==> src/rtl/uart_lt_pkg.sv <==
// Shared definitions for the UART echo-loop tester.
// Contents:
//   state_t     - tester FSM states (IDLE, SEND, WAIT_ECHO, CHECK, DONE)
//   rx_state_t  - receiver sequencer states
//   PRBS_SEED   - first byte of a PRBS run
//   PRBS_TAPS   - feedback taps of x^8+x^6+x^5+x^4+1 (bits 7,5,4,3)
//   bit_cnt()   - clocks per bit for a given clock and baud rate
//   prbs_next() - one step of the Fibonacci LFSR (shift left, feedback into bit 0)
package uart_lt_pkg;

    typedef enum logic [2:0] {
        ST_IDLE      = 3'd0,
        ST_SEND      = 3'd1,
        ST_WAIT_ECHO = 3'd2,
        ST_CHECK     = 3'd3,
        ST_DONE      = 3'd4
    } state_t;

    typedef enum logic [1:0] {
        RX_IDLE  = 2'd0,
        RX_START = 2'd1,
        RX_DATA  = 2'd2,
        RX_STOP  = 2'd3
    } rx_state_t;

    localparam logic [7:0] PRBS_SEED = 8'hA5;
    localparam logic [7:0] PRBS_TAPS = 8'hB8;

    function automatic int bit_cnt(input int clk_fre, input int baud);
        return clk_fre / baud;
    endfunction

    function automatic logic [7:0] prbs_next(input logic [7:0] s);
        return {s[6:0], ^(s & PRBS_TAPS)};
    endfunction

endpackage

==> src/rtl/uart_lt_rx.sv <==
// UART receiver for the echo path: 2-FF synchroniser, falling-edge start detect,
// start-bit confirmation half a bit later, mid-bit sampling of 8 data bits (LSB
// first) and the stop bit.
// Ports:
//   clk, rst      - clock, synchronous active-high reset
//   rx            - asynchronous serial input, idle high
//   rx_data       - last received byte
//   rx_valid      - 1-clk strobe, issued at the stop-bit sample point
//   rx_frame_err  - stop bit of the byte in rx_data was sampled low
module uart_lt_rx
    import uart_lt_pkg::*;
#(
    parameter int BIT_CNT = 5208
) (
    input  logic       clk,
    input  logic       rst,
    input  logic       rx,
    output logic [7:0] rx_data,
    output logic       rx_valid,
    output logic       rx_frame_err
);

    localparam int CW = (BIT_CNT > 1) ? $clog2(BIT_CNT) : 1;
    localparam logic [CW-1:0] HALF_PT = CW'(BIT_CNT / 2);
    localparam logic [CW-1:0] FULL_PT = CW'(BIT_CNT - 1);

    rx_state_t     state_r;
    rx_state_t     state_nxt_s;
    logic          rx_meta_r;
    logic          rx_sync_r;
    logic          rx_prev_r;
    logic [CW-1:0] cnt_r;
    logic [2:0]    idx_r;
    logic [7:0]    shift_r;
    logic          sample_s;
    logic          fall_s;

    assign fall_s = rx_prev_r & ~rx_sync_r;

    // Next-state and sample-point decode for the receive sequencer.
    always_comb begin
        state_nxt_s = state_r;
        sample_s    = 1'b0;
        case (state_r)
            RX_IDLE: begin
                if (fall_s) state_nxt_s = RX_START;
                else        state_nxt_s = RX_IDLE;
            end
            RX_START: begin
                if (cnt_r == HALF_PT) begin
                    sample_s = 1'b1;
                    // A start bit that is high again by mid-bit was noise.
                    if (rx_sync_r) state_nxt_s = RX_IDLE;
                    else           state_nxt_s = RX_DATA;
                end else begin
                    state_nxt_s = RX_START;
                end
            end
            RX_DATA: begin
                if (cnt_r == FULL_PT) begin
                    sample_s = 1'b1;
                    if (idx_r == 3'd7) state_nxt_s = RX_STOP;
                    else               state_nxt_s = RX_DATA;
                end else begin
                    state_nxt_s = RX_DATA;
                end
            end
            RX_STOP: begin
                if (cnt_r == FULL_PT) begin
                    sample_s    = 1'b1;
                    state_nxt_s = RX_IDLE;
                end else begin
                    state_nxt_s = RX_STOP;
                end
            end
            default: state_nxt_s = RX_IDLE;
        endcase
    end

    // Synchroniser, bit timing, shift register and byte strobe.
    always_ff @(posedge clk) begin
        if (rst) begin
            state_r      <= RX_IDLE;
            rx_meta_r    <= 1'b1;
            rx_sync_r    <= 1'b1;
            rx_prev_r    <= 1'b1;
            cnt_r        <= '0;
            idx_r        <= 3'd0;
            shift_r      <= 8'h00;
            rx_data      <= 8'h00;
            rx_valid     <= 1'b0;
            rx_frame_err <= 1'b0;
        end else begin
            rx_meta_r <= rx;
            rx_sync_r <= rx_meta_r;
            rx_prev_r <= rx_sync_r;
            state_r   <= state_nxt_s;
            rx_valid  <= 1'b0;
            if (sample_s || state_r == RX_IDLE) cnt_r <= '0;
            else                                cnt_r <= cnt_r + CW'(1);
            if (state_r == RX_IDLE)                   idx_r <= 3'd0;
            else if (sample_s && state_r == RX_DATA)  idx_r <= idx_r + 3'd1;
            if (sample_s && state_r == RX_DATA) shift_r <= {rx_sync_r, shift_r[7:1]};
            if (sample_s && state_r == RX_STOP) begin
                rx_valid     <= 1'b1;
                rx_data      <= shift_r;
                rx_frame_err <= ~rx_sync_r;
            end
        end
    end

endmodule

==> src/rtl/uart_loop_tester.sv <==
// Host-end initiator for a UART echo loop. Sends NUM_BYTES pattern bytes one at a
// time (stop-and-wait), waits for each echo, and counts mismatches, framing
// errors and timeouts.
// Configuration macro: UART_LT_PRBS_EN selects a PRBS8 pattern seeded with 8'hA5;
// without it the pattern is an incrementing byte starting at 8'h00.
// Ports:
//   clk, rst  - clock, synchronous active-high reset
//   start     - 1-clk pulse, starts a run from IDLE or DONE (ignored while busy)
//   rx        - echo input (asynchronous), tx - serial output, idle high
//   busy      - run in progress; done - run finished (held); pass - done with no errors
//   byte_cnt  - bytes completed in the current run
//   err_cnt   - mismatches + framing errors + timeouts, saturating
module uart_loop_tester
    import uart_lt_pkg::*;
#(
    parameter int BAUD         = 9600,
    parameter int CLK_FRE      = 50_000_000,
    parameter int NUM_BYTES    = 256,
    parameter int TIMEOUT_BITS = 20
) (
    input  logic        clk,
    input  logic        rst,
    input  logic        start,
    input  logic        rx,
    output logic        tx,
    output logic        busy,
    output logic        done,
    output logic        pass,
    output logic [15:0] byte_cnt,
    output logic [15:0] err_cnt
);

    localparam int BIT_CNT = bit_cnt(CLK_FRE, BAUD);
    localparam int BW      = (BIT_CNT > 1) ? $clog2(BIT_CNT) : 1;
    localparam int TO_CNT  = TIMEOUT_BITS * BIT_CNT;
    localparam int TW      = (TO_CNT > 1) ? $clog2(TO_CNT) : 1;
    localparam logic [BW-1:0] BIT_LAST  = BW'(BIT_CNT - 1);
    localparam logic [TW-1:0] TO_LAST   = TW'(TO_CNT - 1);
    localparam logic [15:0]   LAST_BYTE = 16'(NUM_BYTES);

`ifdef UART_LT_PRBS_EN
    localparam logic [7:0] PAT_SEED = PRBS_SEED;
    function automatic logic [7:0] pat_next(input logic [7:0] p);
        return prbs_next(p);
    endfunction
`else
    localparam logic [7:0] PAT_SEED = 8'h00;
    function automatic logic [7:0] pat_next(input logic [7:0] p);
        return p + 8'd1;
    endfunction
`endif

    state_t        state_r;
    state_t        state_nxt_s;
    logic          tx_r;
    logic          busy_r;
    logic          done_r;
    logic          pass_r;
    logic [15:0]   byte_cnt_r;
    logic [15:0]   err_cnt_r;
    logic [15:0]   err_cnt_nxt_s;
    logic [BW-1:0] bit_tmr_r;
    logic [3:0]    bit_idx_r;
    logic [8:0]    shift_r;
    logic [TW-1:0] to_tmr_r;
    logic [7:0]    pattern_r;
    logic [7:0]    rx_byte_r;
    logic          rx_ferr_r;
    logic          timeout_r;
    logic          bit_end_s;
    logic          chk_err_s;
    logic [7:0]    rx_data_s;
    logic          rx_valid_s;
    logic          rx_ferr_s;

    uart_lt_rx #(
        .BIT_CNT (BIT_CNT)
    ) u_rx (
        .clk          (clk),
        .rst          (rst),
        .rx           (rx),
        .rx_data      (rx_data_s),
        .rx_valid     (rx_valid_s),
        .rx_frame_err (rx_ferr_s)
    );

    assign tx       = tx_r;
    assign busy     = busy_r;
    assign done     = done_r;
    assign pass     = pass_r;
    assign byte_cnt = byte_cnt_r;
    assign err_cnt  = err_cnt_r;

    // Next-state decode plus the CHECK verdict and saturating error increment.
    always_comb begin
        state_nxt_s = state_r;
        bit_end_s   = (bit_tmr_r == BIT_LAST);
        chk_err_s   = timeout_r | rx_ferr_r | (rx_byte_r != pattern_r);
        if (chk_err_s && err_cnt_r != 16'hFFFF) err_cnt_nxt_s = err_cnt_r + 16'd1;
        else                                    err_cnt_nxt_s = err_cnt_r;
        case (state_r)
            ST_IDLE, ST_DONE: begin
                if (start) state_nxt_s = ST_SEND;
                else       state_nxt_s = state_r;
            end
            ST_SEND: begin
                if (bit_end_s && bit_idx_r == 4'd9) state_nxt_s = ST_WAIT_ECHO;
                else                                state_nxt_s = ST_SEND;
            end
            ST_WAIT_ECHO: begin
                // A byte landing on the expiry cycle still counts as an echo.
                if (rx_valid_s || to_tmr_r == TO_LAST) state_nxt_s = ST_CHECK;
                else                                   state_nxt_s = ST_WAIT_ECHO;
            end
            ST_CHECK: begin
                if (byte_cnt_r + 16'd1 == LAST_BYTE) state_nxt_s = ST_DONE;
                else                                 state_nxt_s = ST_SEND;
            end
            default: state_nxt_s = ST_IDLE;
        endcase
    end

    // State register, transmitter, echo capture, pattern and run counters.
    always_ff @(posedge clk) begin
        if (rst) begin
            state_r    <= ST_IDLE;
            tx_r       <= 1'b1;
            busy_r     <= 1'b0;
            done_r     <= 1'b0;
            pass_r     <= 1'b0;
            byte_cnt_r <= 16'h0000;
            err_cnt_r  <= 16'h0000;
            bit_tmr_r  <= '0;
            bit_idx_r  <= 4'd0;
            shift_r    <= 9'h1FF;
            to_tmr_r   <= '0;
            pattern_r  <= 8'h00;
            rx_byte_r  <= 8'h00;
            rx_ferr_r  <= 1'b0;
            timeout_r  <= 1'b0;
        end else begin
            state_r <= state_nxt_s;
            case (state_r)
                ST_IDLE, ST_DONE: begin
                    if (start) begin
                        byte_cnt_r <= 16'h0000;
                        err_cnt_r  <= 16'h0000;
                        done_r     <= 1'b0;
                        pass_r     <= 1'b0;
                        busy_r     <= 1'b1;
                        pattern_r  <= PAT_SEED;
                        shift_r    <= {1'b1, PAT_SEED};
                        tx_r       <= 1'b0;
                        bit_tmr_r  <= '0;
                        bit_idx_r  <= 4'd0;
                    end
                end
                ST_SEND: begin
                    // bit_idx 0 is the start bit, 1..8 data, 9 stop.
                    if (bit_end_s) begin
                        bit_tmr_r <= '0;
                        if (bit_idx_r == 4'd9) begin
                            tx_r     <= 1'b1;
                            to_tmr_r <= '0;
                        end else begin
                            tx_r      <= shift_r[0];
                            shift_r   <= {1'b1, shift_r[8:1]};
                            bit_idx_r <= bit_idx_r + 4'd1;
                        end
                    end else begin
                        bit_tmr_r <= bit_tmr_r + BW'(1);
                    end
                end
                ST_WAIT_ECHO: begin
                    if (rx_valid_s) begin
                        rx_byte_r <= rx_data_s;
                        rx_ferr_r <= rx_ferr_s;
                        timeout_r <= 1'b0;
                    end else if (to_tmr_r == TO_LAST) begin
                        timeout_r <= 1'b1;
                    end else begin
                        to_tmr_r <= to_tmr_r + TW'(1);
                    end
                end
                ST_CHECK: begin
                    byte_cnt_r <= byte_cnt_r + 16'd1;
                    err_cnt_r  <= err_cnt_nxt_s;
                    if (state_nxt_s == ST_DONE) begin
                        busy_r <= 1'b0;
                        done_r <= 1'b1;
                        pass_r <= (err_cnt_nxt_s == 16'h0000);
                    end else begin
                        pattern_r <= pat_next(pattern_r);
                        shift_r   <= {1'b1, pat_next(pattern_r)};
                        tx_r      <= 1'b0;
                        bit_tmr_r <= '0;
                        bit_idx_r <= 4'd0;
                    end
                end
                default: begin
                end
            endcase
        end
    end

endmodule
==> config.mk <==
export PLATFORM = sky130hd
export DESIGN_NAME = uart_loop_tester
export DESIGN_NICKNAME = d
export VERILOG_FILES = /design/src/rtl/uart_lt_pkg.sv /design/src/rtl/uart_lt_rx.sv /design/src/rtl/uart_loop_tester.sv
export SDC_FILE = /design/constraint.sdc
export NUM_CORES = 1
export LEC_CHECK = 0
export ABC_AREA = 0
export BUFFER_PORTS_ARGS = -buffer_cell sky130_fd_sc_hd__buf_2
export CORE_MARGIN = 10
export CORE_UTILIZATION = 52
export CTS_CLUSTER_SIZE = 28
export DETAILED_ROUTE_END_ITERATION = 7
export HOLD_SLACK_MARGIN = 0.02
export PLACE_DENSITY = 0.7
export SLEW_MARGIN = 15
export SYNTH_ARGS = -nofsm -noshare
export SYNTH_HDL_FRONTEND = slang
export SYNTH_HIERARCHICAL = 1
export SYNTH_SLANG_ARGS = --single-unit
export TNS_END_PERCENT = 50
==> constraint.sdc <==
create_clock -name clk -period 6.31 [get_ports clk]
set_input_delay 1.262 -clock clk [delete_from_list [all_inputs] [get_ports clk]]
set_output_delay 1.262 -clock clk [all_outputs]
set_load 0.05 [all_outputs]
==> out/qor.yml, run 1 <==
status: "finished, final reports clean"
leakage_uw: 0.00292
syn_to_final_growth_pct: 11.3
drt-wirelength-per-cell_microns: 15.7
synthTopCellsByCount: "dfxtp_1, nor2_1, nand2_1, a21oi_1, o21ai_0"
final_nets: 891
synth-adder-area-share_pct: 1.93
hold_ws_ns: 0.410
intPower_uw: 1500
p_sw_share_pct: 23.4
synth.ff_latch_count: 138
crit_type: "flip-flop to flip-flop"
grt_pass1_wl_microns: 27400
crit_arrival_ns: 3.38
grt_usage_pct: 17.5
antenna_found_initial: 0
ys_types: 77
htreeDepth: 4
yosys-mux-area-fraction_pct: 3.13
fill_cells: 1219
cts_max_path_buffers: 2
grtUsageMet1_pct: 21.3
fin_crit_ns: 3.10
power.switching_uw: 459
fin_setup_tns_ns: 0
power_density_mw_per_mm2: 247
synth_edf_count: 0
cts_resized: 0
comb_power_share_pct: 4.5
max_stage_delay_ns: 0.82
cts_setup_buffers: 0
n_antenna_cell: 0
synthXorXnorAreaFrac_pct: 5.90
ctsHoldBuffers: 0
synth_area_leaders: "dfxtp_1, nor2_1, a21oi_1, nand2_1, xor2_1"
antenna_left: 0
drv_slew: 0
cts.clk_slew.worst_paths_ns: 0.06
clk-insertion-delay-late_ns: 0.42
die_x_microns: 137
hold_viol_final: 0
seq_power_share_pct: 45.4
clock-root-buffer: "clkbuf_16"
min_period_over_period_pct: 49.2
synth_top_family_by_area: "simple AND/OR/NAND/NOR gates"
startpoint_type: "flip-flop"
core_sq_mm: 0.0133
gp_congestion: 0.873
synth_nets: 880
cts_tree: "done"
cp_cell_sequence: "ha_1 > nand3_1 > or4_4 > o21ai_2 > o2111ai_4 > o41ai_4 > mux2i_1 > nor2_1"
start_util_pct: 53.4
first_iter_violations: 422
cp_max_fo: 14
grt_use_met2_pct: 29.0
hpwl_microns: 11200
async_reset_ff_share_pct: 0
grt_pass1_vias: 5777
port_buffers: 39
cts_sinks: 138
vias: 6286
worst_slew_pin_slew_ns: 1.06
timing.fmax_mhz: 322
endpoint_kind: "flip-flop"
die_area_sq_mm: 0.0188
slew_headroom_pct: 28.5
use_met3_pct: 5.10
ios: 40
yosysSeqAreaShare_pct: 38.8
wl_microns: 16700
layout-drive-gt1-share_pct: 12.1
drc: 0
grt-ovfl-total: 0
netlist.area_leader.share_pct: 38.8
first_pass_iters: 7
fin_skew_ns: 0.00787
cts_buffers: 17
peakVddDrop_mv: 0.191
syn_area_sq_mm: 0.00712
viasPerCell: 5.90
maxCapViolCount: 0
synth_compound_area_share_pct: 16.5
synth-simple-area-share_pct: 29.8
rsz0062_at_grt: "no"
setup-violations-final: 0
stdcell_area_sq_mm: 0.00793
synthCells: 865
yosys_warnings: 6
slowest_stage: "o41ai_4"
syn_area_per_cell_sq_um: 8.24
p_clk_share_pct: 50.0
rows: 42
yosys.area.top_type: "dfxtp_1"
placed_cell_area_sq_mm: 0.00734
yosysMostFrequentCell: "dfxtp_1"
cp.required_ns: 6.59
hp-class: "flip-flop to flip-flop"
busiest_layer: "met2"
ys.flop_type: "dfxtp_1"
grt_start_max_net_pins: 90
die-height_microns: 137
-- sequential cells by signal, summed over array words and instances (netlist names), 2 cells and up --
register and flops:
u_rx/cnt_r 13, shift_r 8, u_rx/shift_r 8, pattern_r 8, to_tmr_r 17, state_r 3, byte_cnt 16, rx_byte_r 8
err_cnt 16, u_rx/rx_data 8, u_rx/state_r 2, bit_idx_r 4, bit_tmr_r 13, u_rx/idx_r 3
-- worst paths after layout --
path / to / startpoint / cells after the start / slack, ns
worst max-delay path: pattern_r[3] / byte_cnt[0] / 8 / 3.21
worst min-delay path: u_rx/rx_sync_r / u_rx/rx_meta_r / 1 / 0.41
worst max register to register: pattern_r[3] / byte_cnt[0] / 8 / 3.21
worst min register to register: u_rx/rx_sync_r / u_rx/rx_meta_r / 1 / 0.41
-- cell usage in the layout (no fill, tap or decap), types with 11 or more instances in the layout --
cell type,netlist,routed
dfxtp_1,138,138
nor2_1,104,103
nand2_1,77,77
a21oi_1,59,59
o21ai_0,45,45
nand3_1,43,43
buf_2,5,38
nor3_1,27,27
xor2_1,27,27
xnor2_1,21,21
nand2b_1,20,20
mux2i_1,20,20
and3_1,17,17
clkbuf_16,0,17
inv_1,16,16
a31oi_1,16,16
nand4_1,14,14
nor2b_1,13,13
nor4_1,11,11
a311oi_1,11,11
ha_1,11,11
-- critical path, delay by kind of cell, from the launching register on --
kind | cells | cell delay [ns]
AOI/OAI and AO/OA | 3 | 1.12
and+or+nand+nor | 3 | 0.86
adders and majority gates | 1 | 0.27
muxes | 1 | 0.27
DFF | 1 | 0.43
-- final cells by class --
cell class	count	area (sq um)	area share (%)
Clock buffer	19	443	5.59
Clock inverter	13	144	1.82
Inverter	16	60.1	0.758
Multi-Input combinational cell	662	4080	51.5
Sequential cell	138	2760	34.9
Tap cell	176	220	2.78
Timing Repair Buffer	41	213	2.68
-- cells by family (layout without fill, tap and decap cells) --
kind of cell,count (synthesis),count (layout)
xor gates and xnor gates,48,48
muxes,22,22
buffers and inverters,65,89
DFF,138,138
AOI/OAI and AO/OA,182,182
adders and majority gates,11,11
and+or+nand+nor,399,399
-- metrics by stage --
step,power [uW],setup WS (ns),cells,util [%]
floorplan,980,3.31,865,-
global placement,995,3.32,1033,55.0
detailed placement,998,3.24,1033,55.0
CTS,1980,3.18,1065,59.4
global route,2030,2.89,1065,59.4
finish,1960,3.21,1065,59.4
-- routing by layer --
layer	up-vias	wire length [microns]
met4	0	210
met1	2983	7410
li1	3120	-
met3	25	971
met2	158	8080
met5	-	0
-- power groups by stage --
stage / logic (uW) / registers, uW / clock network, uW
final: 89.1 / 891 / 981
after global routing: 97.7 / 891 / 1040
after CTS: 88.9 / 891 / 999
after detailed placement: 88.2 / 910 / 0
after global placement: 85.7 / 909 / 0
after floorplan: 67.6 / 912 / 0
No activity file was read; power rests on OpenSTA's default activity.
==> run 2: changes to the inputs <==
==> constraint.sdc (replaced) <==
create_clock -name clk -period 3 [get_ports clk]
set_input_delay 0.6 -clock clk [delete_from_list [all_inputs] [get_ports clk]]
set_output_delay 0.6 -clock clk [all_outputs]
set_load 0.05 [all_outputs]
==> run 2 against run 1 <==
Effect of this change: combinational power grew 130%; register-to-register slack lost 3.0 ns; sequential share of layout area shrank 0.56 points; largest power group unchanged.
==> out/qor.yml, run 2 (synthesis gave the netlist of run 1 again) <==
status: "finished, final reports clean"
die-height_microns: 137  # unchanged
layout_common_cells: "dfxtp_1, nor2_1, nand2_1, a21oi_1, o21ai_0"
viasPerCell: 5.94  # +0.63%
fill_cells: 1189  # -2.5%
drc: 0  # unchanged
hp-class: "input port to flip-flop"
cp-startpoint: "byte_cnt[1]"
first_pass_iters: 7  # unchanged
grt_pass1_vias: 5971  # +3.4%
htreeDepth: 4  # unchanged
clock-root-buffer: "clkbuf_16"
crit_arrival_ns: 3.07  # -0.31 ns
critical_path.endpoint: "pattern_r[3]"
fin_crit_ns: 2.77  # -0.337 ns
die_x_microns: 137  # unchanged
largest-register: "to_tmr_r"
fin_skew_ns: 0.00435  # -0.00352 ns
antenna_left: 0  # unchanged
timing.fmax_mhz: 361  # +12%
ios: 40  # unchanged
cts_buffers: 17  # unchanged
layout-drive-gt1-share_pct: 13.5  # +1.3 points
gp_congestion: 0.885  # +1.4%
slew_headroom_pct: 54.0  # +26 points
wl_microns: 16600  # -0.28%
grt_use_met2_pct: 29.6  # +0.56 points
power_density_mw_per_mm2: 519  # +110%
cts_tree: "done"
timing.rr.end: "pattern_r[3]"
cts_max_path_buffers: 2  # unchanged
layout_commonest_cell: "dfxtp_1"
final_nets: 907  # +1.8%
hpwl_microns: 11300  # +0.49%
hold_viol_final: 0  # unchanged
ctsHoldBuffers: 0  # unchanged
maxCapViolCount: 0  # unchanged
first_iter_violations: 397  # -5.9%
grt_usage_pct: 17.8  # +0.30 points
rrSetupSlack_ns: 0.23  # -2.97 ns
busiest_layer: "met2"
startpoint_type: "flip-flop"
min_period_over_period_pct: 92.2  # +43 points
r2r_start: "byte_cnt[1]"
slowest_stage: "or4_4"
cp.required_ns: 3.30  # -3.29 ns
dp.cells: 1049  # +1.5%
vias: 6415  # +2.1%
cp_max_fo: 14  # unchanged
endpoint_kind: "flip-flop"
fin_setup_tns_ns: 0  # unchanged
placed_cell_area_sq_mm: 0.00746  # +1.7%
rr_worst_depth: 9  # +1
cts.clk_slew.worst_paths_ns: 0.06  # about the same
grt_pass1_wl_microns: 27900  # +2.1%
worst_slew_pin_slew_ns: 0.680  # -0.383 ns
leakage_uw: 0.00303  # +3.7%
rows: 42  # unchanged
grtUsageMet1_pct: 21.7  # +0.49 points
stdcell_area_sq_mm: 0.00806  # +1.7%
start_util_pct: 53.4  # unchanged
grt_start_max_net_pins: 62  # -31%
die_area_sq_mm: 0.0188  # unchanged
largest_reg_flops: 17  # unchanged
peakVddDrop_mv: 0.429  # +120%
rsz0062_at_grt: "no"
crit_type: "flip-flop to flip-flop"
final_util_pct: 60.4  # +1.0 points
instances_no_fill: 1080  # +1.4%
antenna_found_initial: 0  # unchanged
use_met3_pct: 4.22  # -0.88 points
max_stage_delay_ns: 0.61  # -0.21 ns
n_antenna_cell: 0  # unchanged
syn_to_final_growth_pct: 13.1
clk-insertion-delay-late_ns: 0.42  # about the same
drv_slew: 0  # unchanged
cp_cell_sequence: "ha_1 > nand3_1 > or4_4 > o21ai_2 > o2111ai_4 > o41ai_4 > buf_4 > mux2i_1 > nor2_1"
setup-violations-final: 0  # unchanged
core_sq_mm: 0.0133  # unchanged
cts_sinks: 138  # unchanged
cts_setup_buffers: 0  # unchanged
port_buffers: 39  # unchanged
drt-wirelength-per-cell_microns: 15.4  # -1.7%
grt-ovfl-total: 0  # unchanged
[run 2: worst min-delay path by stage]
| stage | startpoint | endpoint | cells after the start |
|---|---|---|---|
| floorplan | u_rx/rx_meta_r | u_rx/rx_sync_r | 1 |
| global placement | u_rx/rx_meta_r | u_rx/rx_sync_r | 1 |
| detailed placement | u_rx/rx_meta_r | u_rx/rx_sync_r | 1 |
| CTS | rx | u_rx/rx_meta_r | 2 |
| global route | rx | u_rx/rx_meta_r | 2 |
| finish | rx | u_rx/rx_meta_r | 2 |
[run 2: report_power, final]
group | total (uW) | switching, uW | internal (uW)
clock | 2100 | 743 | 1360
combinational | 202 | 139 | 62.9
sequential | 1870 | 15.9 | 1860
[run 2: cell type report]
type	instances	area, sq um	area share, %
inverter	16	60.1	0.745
clock inverter	8	118	1.46
timing repair buffer	57	333	4.13
multi-input combinational	662	4090	50.7
tap	176	220	2.73
clock buffer	23	478	5.93
sequential	138	2760	34.3
[run 2: critical path: cells and delay by family, from the launching register on]
family,cells,cell delay (ns)
simple gates,3,0.86
compound gates,3,0.68
flops,1,0.40
fa+ha+maj,1,0.26
buf+inv,1,0.24
mux,1,0.20
[run 2: layer usage]
layer | share of wire, % | vias to the layer above | routed length [microns]
met5 | 0 | - | 0
met4 | 1.6 | 0 | 268
met3 | 6.2 | 25 | 1030
met2 | 49 | 186 | 8140
met1 | 43 | 3059 | 7200
li1 | - | 3145 | -
[run 2: through the flow]
stage                     worst slack [ns]  hold WS, ns  power, uW
after global placement               0.312        0.399       2110
after global routing                0.0737        0.367       4320
after CTS                            0.152        0.362       4210
after detailed placement             0.253        0.420       2110
after floorplan                    0.00641        0.389       2060
final                                0.234        0.369       4180
[run 2: what timing repair did]
action	CTS	global route
resized for setup	0	1
endpoints found under the setup margin	0	2
hold endpoints to repair	0	0
